==> src/rtl/pulse_gen_mc.sv <==
// Multi-channel PWM / one-shot pulse generator; outputs registered, no backpressure.
// Define PULSE_GEN_CLAMP_EN to clamp transferred period/duty to PERIOD_MAX.
module pulse_gen_mc #(
  parameter int N          = 26,
  parameter int CH         = 4,
  parameter int PERIOD_MAX = 50000000
) (
  input  logic            clk,
  input  logic            reset,
  input  logic [CH-1:0]   enable,
  input  logic [CH-1:0]   mode,
  input  logic [CH-1:0]   trigger,
  input  logic [CH-1:0]   load,
  input  logic [CH*N-1:0] period,
  input  logic [CH*N-1:0] duty,
  output logic [CH-1:0]   pulse_out,
  output logic [CH-1:0]   busy,
  output logic [CH-1:0]   period_end
);

  typedef enum logic {IDLE, RUN} state_t;

  function automatic logic [N-1:0] lim(input logic [N-1:0] v);
`ifdef PULSE_GEN_CLAMP_EN
    if (64'(v) > 64'(PERIOD_MAX)) lim = N'(PERIOD_MAX);
    else                          lim = v;
`else
    lim = v;
`endif
  endfunction

  for (genvar k = 0; k < CH; k++) begin : g_ch
    state_t       state_q, state_d;
    logic [N-1:0] cnt_q, cnt_d, ap_q, ap_d, ad_q, ad_d, pp_q, pp_d, pd_q, pd_d;
    logic         pend_q, pend_d, oneshot_q, oneshot_d;
    logic         pulse_q, pulse_d, busy_q, busy_d, pend_end_q, pend_end_d;
    logic [N-1:0] p_in, d_in, pe_q, pe_d;
    logic         last, xfer;

    assign p_in = period[k*N +: N];
    assign d_in = duty[k*N +: N];
    assign pe_q = (ap_q == '0) ? N'(1) : ap_q;
    assign last = (state_q == RUN) && (cnt_q == pe_q - N'(1));
    // A load coinciding with a transfer point bypasses the pending registers.
    assign xfer = (load[k] | pend_q) & ((state_q == IDLE) | last);

    always_comb begin
      state_d   = state_q;
      cnt_d     = cnt_q;
      ap_d      = ap_q;
      ad_d      = ad_q;
      pp_d      = pp_q;
      pd_d      = pd_q;
      pend_d    = pend_q;
      oneshot_d = oneshot_q;

      if (load[k]) begin
        pp_d   = p_in;
        pd_d   = d_in;
        pend_d = 1'b1;
      end
      if (xfer) begin
        ap_d   = lim(load[k] ? p_in : pp_q);
        ad_d   = lim(load[k] ? d_in : pd_q);
        pend_d = 1'b0;
      end

      case (state_q)
        IDLE: begin
          cnt_d = '0;
          if (enable[k] && (!mode[k] || trigger[k])) begin
            state_d   = RUN;
            oneshot_d = mode[k];
          end
        end
        RUN: begin
          if (last) begin
            cnt_d = '0;
            if (oneshot_q || !enable[k]) state_d = IDLE;
          end else begin
            cnt_d = cnt_q + N'(1);
          end
        end
        default: state_d = IDLE;
      endcase

      pe_d       = (ap_d == '0) ? N'(1) : ap_d;
      busy_d     = (state_d == RUN);
      pulse_d    = busy_d && (cnt_d < ad_d);
      pend_end_d = busy_d && (cnt_d == pe_d - N'(1));
    end

    always_ff @(posedge clk or posedge reset) begin
      if (reset) begin
        state_q    <= IDLE;
        cnt_q      <= '0;
        ap_q       <= '0;
        ad_q       <= '0;
        pp_q       <= '0;
        pd_q       <= '0;
        pend_q     <= 1'b0;
        oneshot_q  <= 1'b0;
        pulse_q    <= 1'b0;
        busy_q     <= 1'b0;
        pend_end_q <= 1'b0;
      end else begin
        state_q    <= state_d;
        cnt_q      <= cnt_d;
        ap_q       <= ap_d;
        ad_q       <= ad_d;
        pp_q       <= pp_d;
        pd_q       <= pd_d;
        pend_q     <= pend_d;
        oneshot_q  <= oneshot_d;
        pulse_q    <= pulse_d;
        busy_q     <= busy_d;
        pend_end_q <= pend_end_d;
      end
    end

    assign pulse_out[k]  = pulse_q;
    assign busy[k]       = busy_q;
    assign period_end[k] = pend_end_q;
  end

endmodule

==> config.mk <==
export PLATFORM = sky130hd
export DESIGN_NAME = pulse_gen_mc
export DESIGN_NICKNAME = d
export VERILOG_FILES = /design/src/rtl/pulse_gen_mc.sv
export SDC_FILE = /design/constraint.sdc
export NUM_CORES = 2
export LEC_CHECK = 0
export BUFFER_PORTS_ARGS = -buffer_cell sky130_fd_sc_hd__buf_2
export CAP_MARGIN = 15
export CORE_MARGIN = 5
export CORE_UTILIZATION = 57
export CTS_BUF_LIST = sky130_fd_sc_hd__clkbuf_2 sky130_fd_sc_hd__clkbuf_4 sky130_fd_sc_hd__clkbuf_8
export DETAILED_ROUTE_END_ITERATION = 16
export PLACE_DENSITY = 0.79
export SETUP_SLACK_MARGIN = 0.5
export SYNTH_ARGS = -nofsm -noshare
export SYNTH_HDL_FRONTEND = slang
export SYNTH_SLANG_ARGS = --single-unit
==> constraint.sdc <==
create_clock -name clk -period 18.7 [get_ports clk]
set_input_delay 2.805 -clock clk [delete_from_list [all_inputs] [get_ports clk]]
set_output_delay 2.805 -clock clk [all_outputs]
set_load 0.03 [all_outputs]
Word-level counts from Yosys, hierarchy flattened. Index checks and enable logic that the tools add are counted. Widths: inputs -> output; s select.

Shift operators: 0. Magnitude comparators: 4. $mul: 0. Divide/modulo/power cells: 0. Add/sub/neg operators: 12. Equality and inequality tests: 8. Reduce and logical (&&, ||, !) cells: 48. Multiplexer cells: 56. Bitwise operators: 16.

Operators by type and width (number): $mux 26 (28); $eq 26x26->1 (8); $logic_not 26->1 (8); $pmux 26 s2 (4); $sub 26x1->26 const B (8); $add 26x1->26 const B (4); $lt 26x26->1 (4); $mux 1 (20); $logic_and 1x1->1 (16); $logic_not 1->1 (8); $logic_or 1x1->1 (8); $or 1x1->1 (8); $pmux 1 s2 (4); $reduce_and 2->1 (4); $reduce_bool 2->1 (4); $and 1x1->1 (4); $not 1->1 (4).

Bits in registers: 540. Memories: 0. Input port bits: 226. Bits in read-only memories: 0. Memory bits (writable): 0. Logic and storage cells: 184. Output and inout port bits: 12. Bits in latches: 0.

Logic depth before layout (Yosys ltp).
Depth after elaboration: 13. Depth in mapped cells: 37. Gate-level depth less buffers: 27.

Least setup slack after synthesis. Ideal clock, no wire load.

Path kind: in2reg. From: input port load[3]. To: register g_ch[3].pend_end_q. Data required time: 18.604 ns. Arrival time: 7.920 ns. Buffers on the path: 8. Stages on the path: 23. Setup time: 0.096 ns. Setup slack: 10.684 ns. Cells stage by stage: clkbuf_1 > clkbuf_1 > nor2_1 > a211o_1 > o22a_1 > buf_6 > buf_6 > buf_6 > buf_2 > clkbuf_1 > buf_2 > nand2_1 > a21boi_0 > ha_1 > nand4_1 > or4_1 > or3_1 > mux2i_1 > and3_1 > o211ai_1 > or4b_1 > or4_1 > nor4_2.

Word-level cells in the longest chain between the ends: 8. Elaborated cells on any way between the ends: 9. Those cells by class: add/sub (1); eq/ne (1); mux (3); bitwise (2); reduce/logical (2).

RTL lines: from (decl) (line 13) `input logic [CH-1:0] load,`; $or 1x1->1 (line 45) `assign xfer = (load[k] | pend_q) & ((state_q == IDLE) | last);`; $and 1x1->1 (line 45); $mux 26 (*) (line 62) `if (xfer) begin`; $logic_not 26->1 (line 87) `pe_d = (ap_d == '0) ? N'(1) : ap_d;`; $mux 26 (*) (line 87); $sub 26x1->26 (*) (line 90) `pend_end_d = busy_d && (cnt_d == pe_d - N'(1));`; $eq 26x26->1 (*) (line 90); $logic_and 1x1->1 (*) (line 90); net g_ch[3].pend_end_d (line 36) `logic pulse_q, pulse_d, busy_q, busy_d, pend_end_q, pend_end_d;`; to (signal assigned) (line 117) `pend_end_q <= pend_end_d;`; to (decl) (line 36).

The timed path passes the listed nets; every way through them passes the cells marked *. A chain may end at the register's enable or synchronous reset.

Worst setup path in the final report.
From: register g_ch[0].ap_q[21]. To: register g_ch[0].pend_end_q.

Word-level cells in the longest chain between the ends: 13. Elaborated cells on any way between the ends: 17. Those cells by class: add/sub (2); eq/ne (2); mux (7); bitwise (2); reduce/logical (4).

RTL lines: from (decl) (line 34) `logic [N-1:0] cnt_q, cnt_d, ap_q, ap_d, ad_q, ad_d, pp_q, pp_d, pd_q, pd_d;`; from (signal assigned) (line 109) `ap_q <= ap_d;`; $logic_not 26->1 (line 42) `assign pe_q = (ap_q == '0) ? N'(1) : ap_q;`; $mux 26 (line 42); $sub 26x1->26 (line 43) `assign last = (state_q == RUN) && (cnt_q == pe_q - N'(1));`; $eq 26x26->1 (line 43); $logic_and 1x1->1 (line 43); $or 1x1->1 (line 45); $and 1x1->1 (line 45); $mux 26 (line 62); $logic_not 26->1 (line 87); $mux 26 (line 87); $sub 26x1->26 (line 90); $eq 26x26->1 (line 90); $logic_and 1x1->1 (*) (line 90); net g_ch[0].pend_end_d (line 36); to (signal assigned) (line 117); to (decl) (line 36).

Marks and branches as above.

==> metrics <==
TritonCTS clock tree=yes; Final Util=0.636; Hold Fails Final Rpt=0; r2r setup slk=10.38 ns; Tmin final=8.32 ns; cell area after synthesis=0.0349 sq mm; Post-synth EDFFs=0; Syn Inst Count=between 3000 and 4000; Vias/cell=~6; Die W=about 260 um; asr flop ratio synth=1.00; via count=29335; worst path arrival time=8.90 ns; LEAKAGE=18.2 nW; CP Max Fanout=just under 60; initial core utilization=0.577; layout cells sized above 1=0.182; Worst Max-Slew Pin Slew=1.01 ns; routability cong.=~0.98; outcome=finished clean; post-DP HPWL=74000 um; commonest non-fill, non-tap cell in the layout=dfrtp_1; hold depth=2; CTS Hold Bufs=0; Synth cell types=108; fin. max-slew vios=0; global-route wire length before repair=approximately 160000 um; most used cell, CP=nand3_1; vias in the first global route=roughly 29000; largest net degree at the start of global routing=around 140; DR WL met3=between 7000 and 8000 um; CP Data Required Time=19.28 ns; critical path type=flop to flop; Yosys warnings=0; Max clock buf depth=3; Final Setup Violations=0; MaxCap Viol Count=0; FF-to-FF path depth=26; crit share post-route=0.445; Worst setup SP type=flop; syn_area_per_cell=~9.3 sq um; Non-Filler Instances=4766; crit end category=flop; Pre-antenna DRT Iters=6; Post-synth top flop=dfrtp_1; Worst Min Path Start=g_ch[2].pd_q[24]$_DFF_PP0_; CTS clk-pin slew, worst paths=roughly 0.06 ns; Root Buffer=clkbuf_8; Residual DRC=0; placed standard-cell area=around 0.036 sq mm; end of the worst register-to-register path=g_ch[0].pend_end_q$_DFF_PP0_; slowest stage cell, crit path=nor4_1; core outline area=slightly above 0.06 sq mm; Global Route Usage Sum=0.293; Die H=between 200 and 300 um; minimum hold slack=~0.47 ns; Hold EP=g_ch[2].pd_q[24]$_DFF_PP0_; clock sink count=between 500 and 600; Peak VDD IR=between 0.08 and 0.09 mV; sequential-to-total area share from yosys stat=0.387; Site Rows=90; PwrDens=approximately 96 mW/mm^2; final instance area=around 0.039 sq mm; Buffers on Ports=approximately 240; most frequent cells in the layout=dfrtp_1, nor2_1, buf_2; Setup Buffers After CTS=0; initial antenna violation count=5; die area=around 0.066 sq mm; worst hold path class=flop to flop; H-tree depth=3; dpl cells=about 4600; post_cts resized=0; Top Metal Used=met5; unrepaired setup endpoints after global routing=no; met2 wire len=around 46000 um; fin nets=between 4000 and 5000; I/O pin total=238; WL per Instance=21.0 um; Worst slew margin=0.328; TNS Setup=0 ns; Post-Synthesis Net Count=roughly 4100; reg-to-reg critical path startpoint=g_ch[0].ap_q[21]$_DFF_PP0_; CTS Buf Count=92; Post-DRT Antenna Nets=0; Post-Route M1 WL=about 44000 um; worst skew pair latency=a little over 0.7 ns; Setup Skew=between 0.03 and 0.04 ns; Layout area overhead=10.3%; final WL=about 100000 um; total gr overflow=0; DR iter-0 viols=about 2900; #FFs+latches synth=540; Worst path max stage delay=~0.75 ns; FMAX=around 0.12 GHz
-- registers in the layout (all words and copies together) (netlist names) --
| signal | cells |
|---|---|
| g_ch.ad_q | 104 |
| g_ch.ap_q | 104 |
| g_ch.cnt_q | 104 |
| g_ch.pd_q | 104 |
| g_ch.pp_q | 104 |
| g_ch.busy_q | 4 |
| g_ch.oneshot_q | 4 |
| g_ch.pend_end_q | 4 |
| g_ch.pend_q | 4 |
| g_ch.pulse_q | 4 |
-- logic make-up (layout without fill, tap and decap cells) --
| group | count (synthesis) | in the layout | synth area share |
|---|---|---|---|
| AND/OR/NAND/NOR | 1371 | 1371 | 0.205 |
| AO/OA/AOI/OAI | 594 | 594 | 0.118 |
| flip-flops | 540 | 540 | 0.387 |
| buffers and inverters | 468 | 677 | 0.0551 |
| multiplexers | 376 | 376 | 0.115 |
| XOR/XNOR | 311 | 311 | 0.0809 |
| adder cells (fa/ha/maj) | 112 | 112 | 0.0401 |
| other | 0 | 3 | 0 |
-- report_power, final --
| group | leakage [nW] | switching [mW] | internal (mW) |
|---|---|---|---|
| Clock | 1.11 | 0.517 | 0.686 |
| Combinational | 10.4 | 0.593 | 0.426 |
| Sequential | 6.72 | 0.161 | 1.31 |
| Total | 18.2 | 1.27 | 2.42 |
-- layout make-up --
class / instances / area, sq um
antenna: 3 / 7.51
multi-input combinational: 2764 / 19600
tap: 782 / 978
timing repair buffer: 271 / 1470
clock inverter: 30 / 293
inverter: 236 / 893
sequential: 540 / 13500
clock buffer: 140 / 1800
fill: 5025 / 22000
-- stage by stage --
stage / setup slack, ns / total power, mW
CTS: 10.61 / 3.69
global placement: 10.64 / 2.46
detailed placement: 10.51 / 2.48
global route: 9.87 / 3.88
floorplan: 0.801 / 2.19
finish: 10.38 / 3.69
-- critical path, delay by kind of cell (launching register included) --
family | cells | cell delay (ns)
AND/OR/NAND/NOR | 14 | 4.19
AO/OA/AOI/OAI | 8 | 2.19
buffers and inverters | 1 | 0.60
flip-flops | 1 | 0.52
adder cells (fa/ha/maj) | 2 | 0.51
XOR/XNOR | 1 | 0.18
-- how the worst max path moves through the flow --
stage | slack [ns] | to | startpoint
after floorplan | 0.80 | g_ch[0].ad_q[0]$_DFF_PP0_ | reset
final | 10.38 | g_ch[0].pend_end_q$_DFF_PP0_ | g_ch[0].ap_q[21]$_DFF_PP0_
after CTS | 10.61 | g_ch[0].pend_end_q$_DFF_PP0_ | g_ch[0].ap_q[21]$_DFF_PP0_
after detailed placement | 10.51 | g_ch[3].pend_end_q$_DFF_PP0_ | load[3]
after global placement | 10.64 | g_ch[3].pend_end_q$_DFF_PP0_ | load[3]
after global routing | 9.87 | g_ch[0].pend_end_q$_DFF_PP0_ | g_ch[0].ap_q[21]$_DFF_PP0_
-- synthesized netlist by cell type, types with 47 or more instances --
library cell / count / share of area
dfrtp_1: 540 / 0.39
nor2_1: 355 / 0.038
inv_1: 236 / 0.025
nand2_1: 231 / 0.025
mux2i_1: 187 / 0.054
mux2_2: 179 / 0.058
xnor2_1: 163 / 0.041
xor2_1: 141 / 0.035
clkbuf_1: 140 / 0.015
nor3_1: 139 / 0.020
a21oi_1: 129 / 0.018
nand3_1: 122 / 0.017
ha_1: 112 / 0.040
o21ai_0: 101 / 0.014
nand4_1: 89 / 0.016
nor4_1: 70 / 0.013
and3_1: 49 / 0.0088
or3_1: 47 / 0.0084
-- per-layer routing --
metal  global-route usage  vias up
met3               0.0530      226
met5                    0        -
met4               0.0951        4
met2                0.462     1181
li1                     -    13708
met1                0.415    14216
Note: power is estimated with default switching activity, not from simulation.
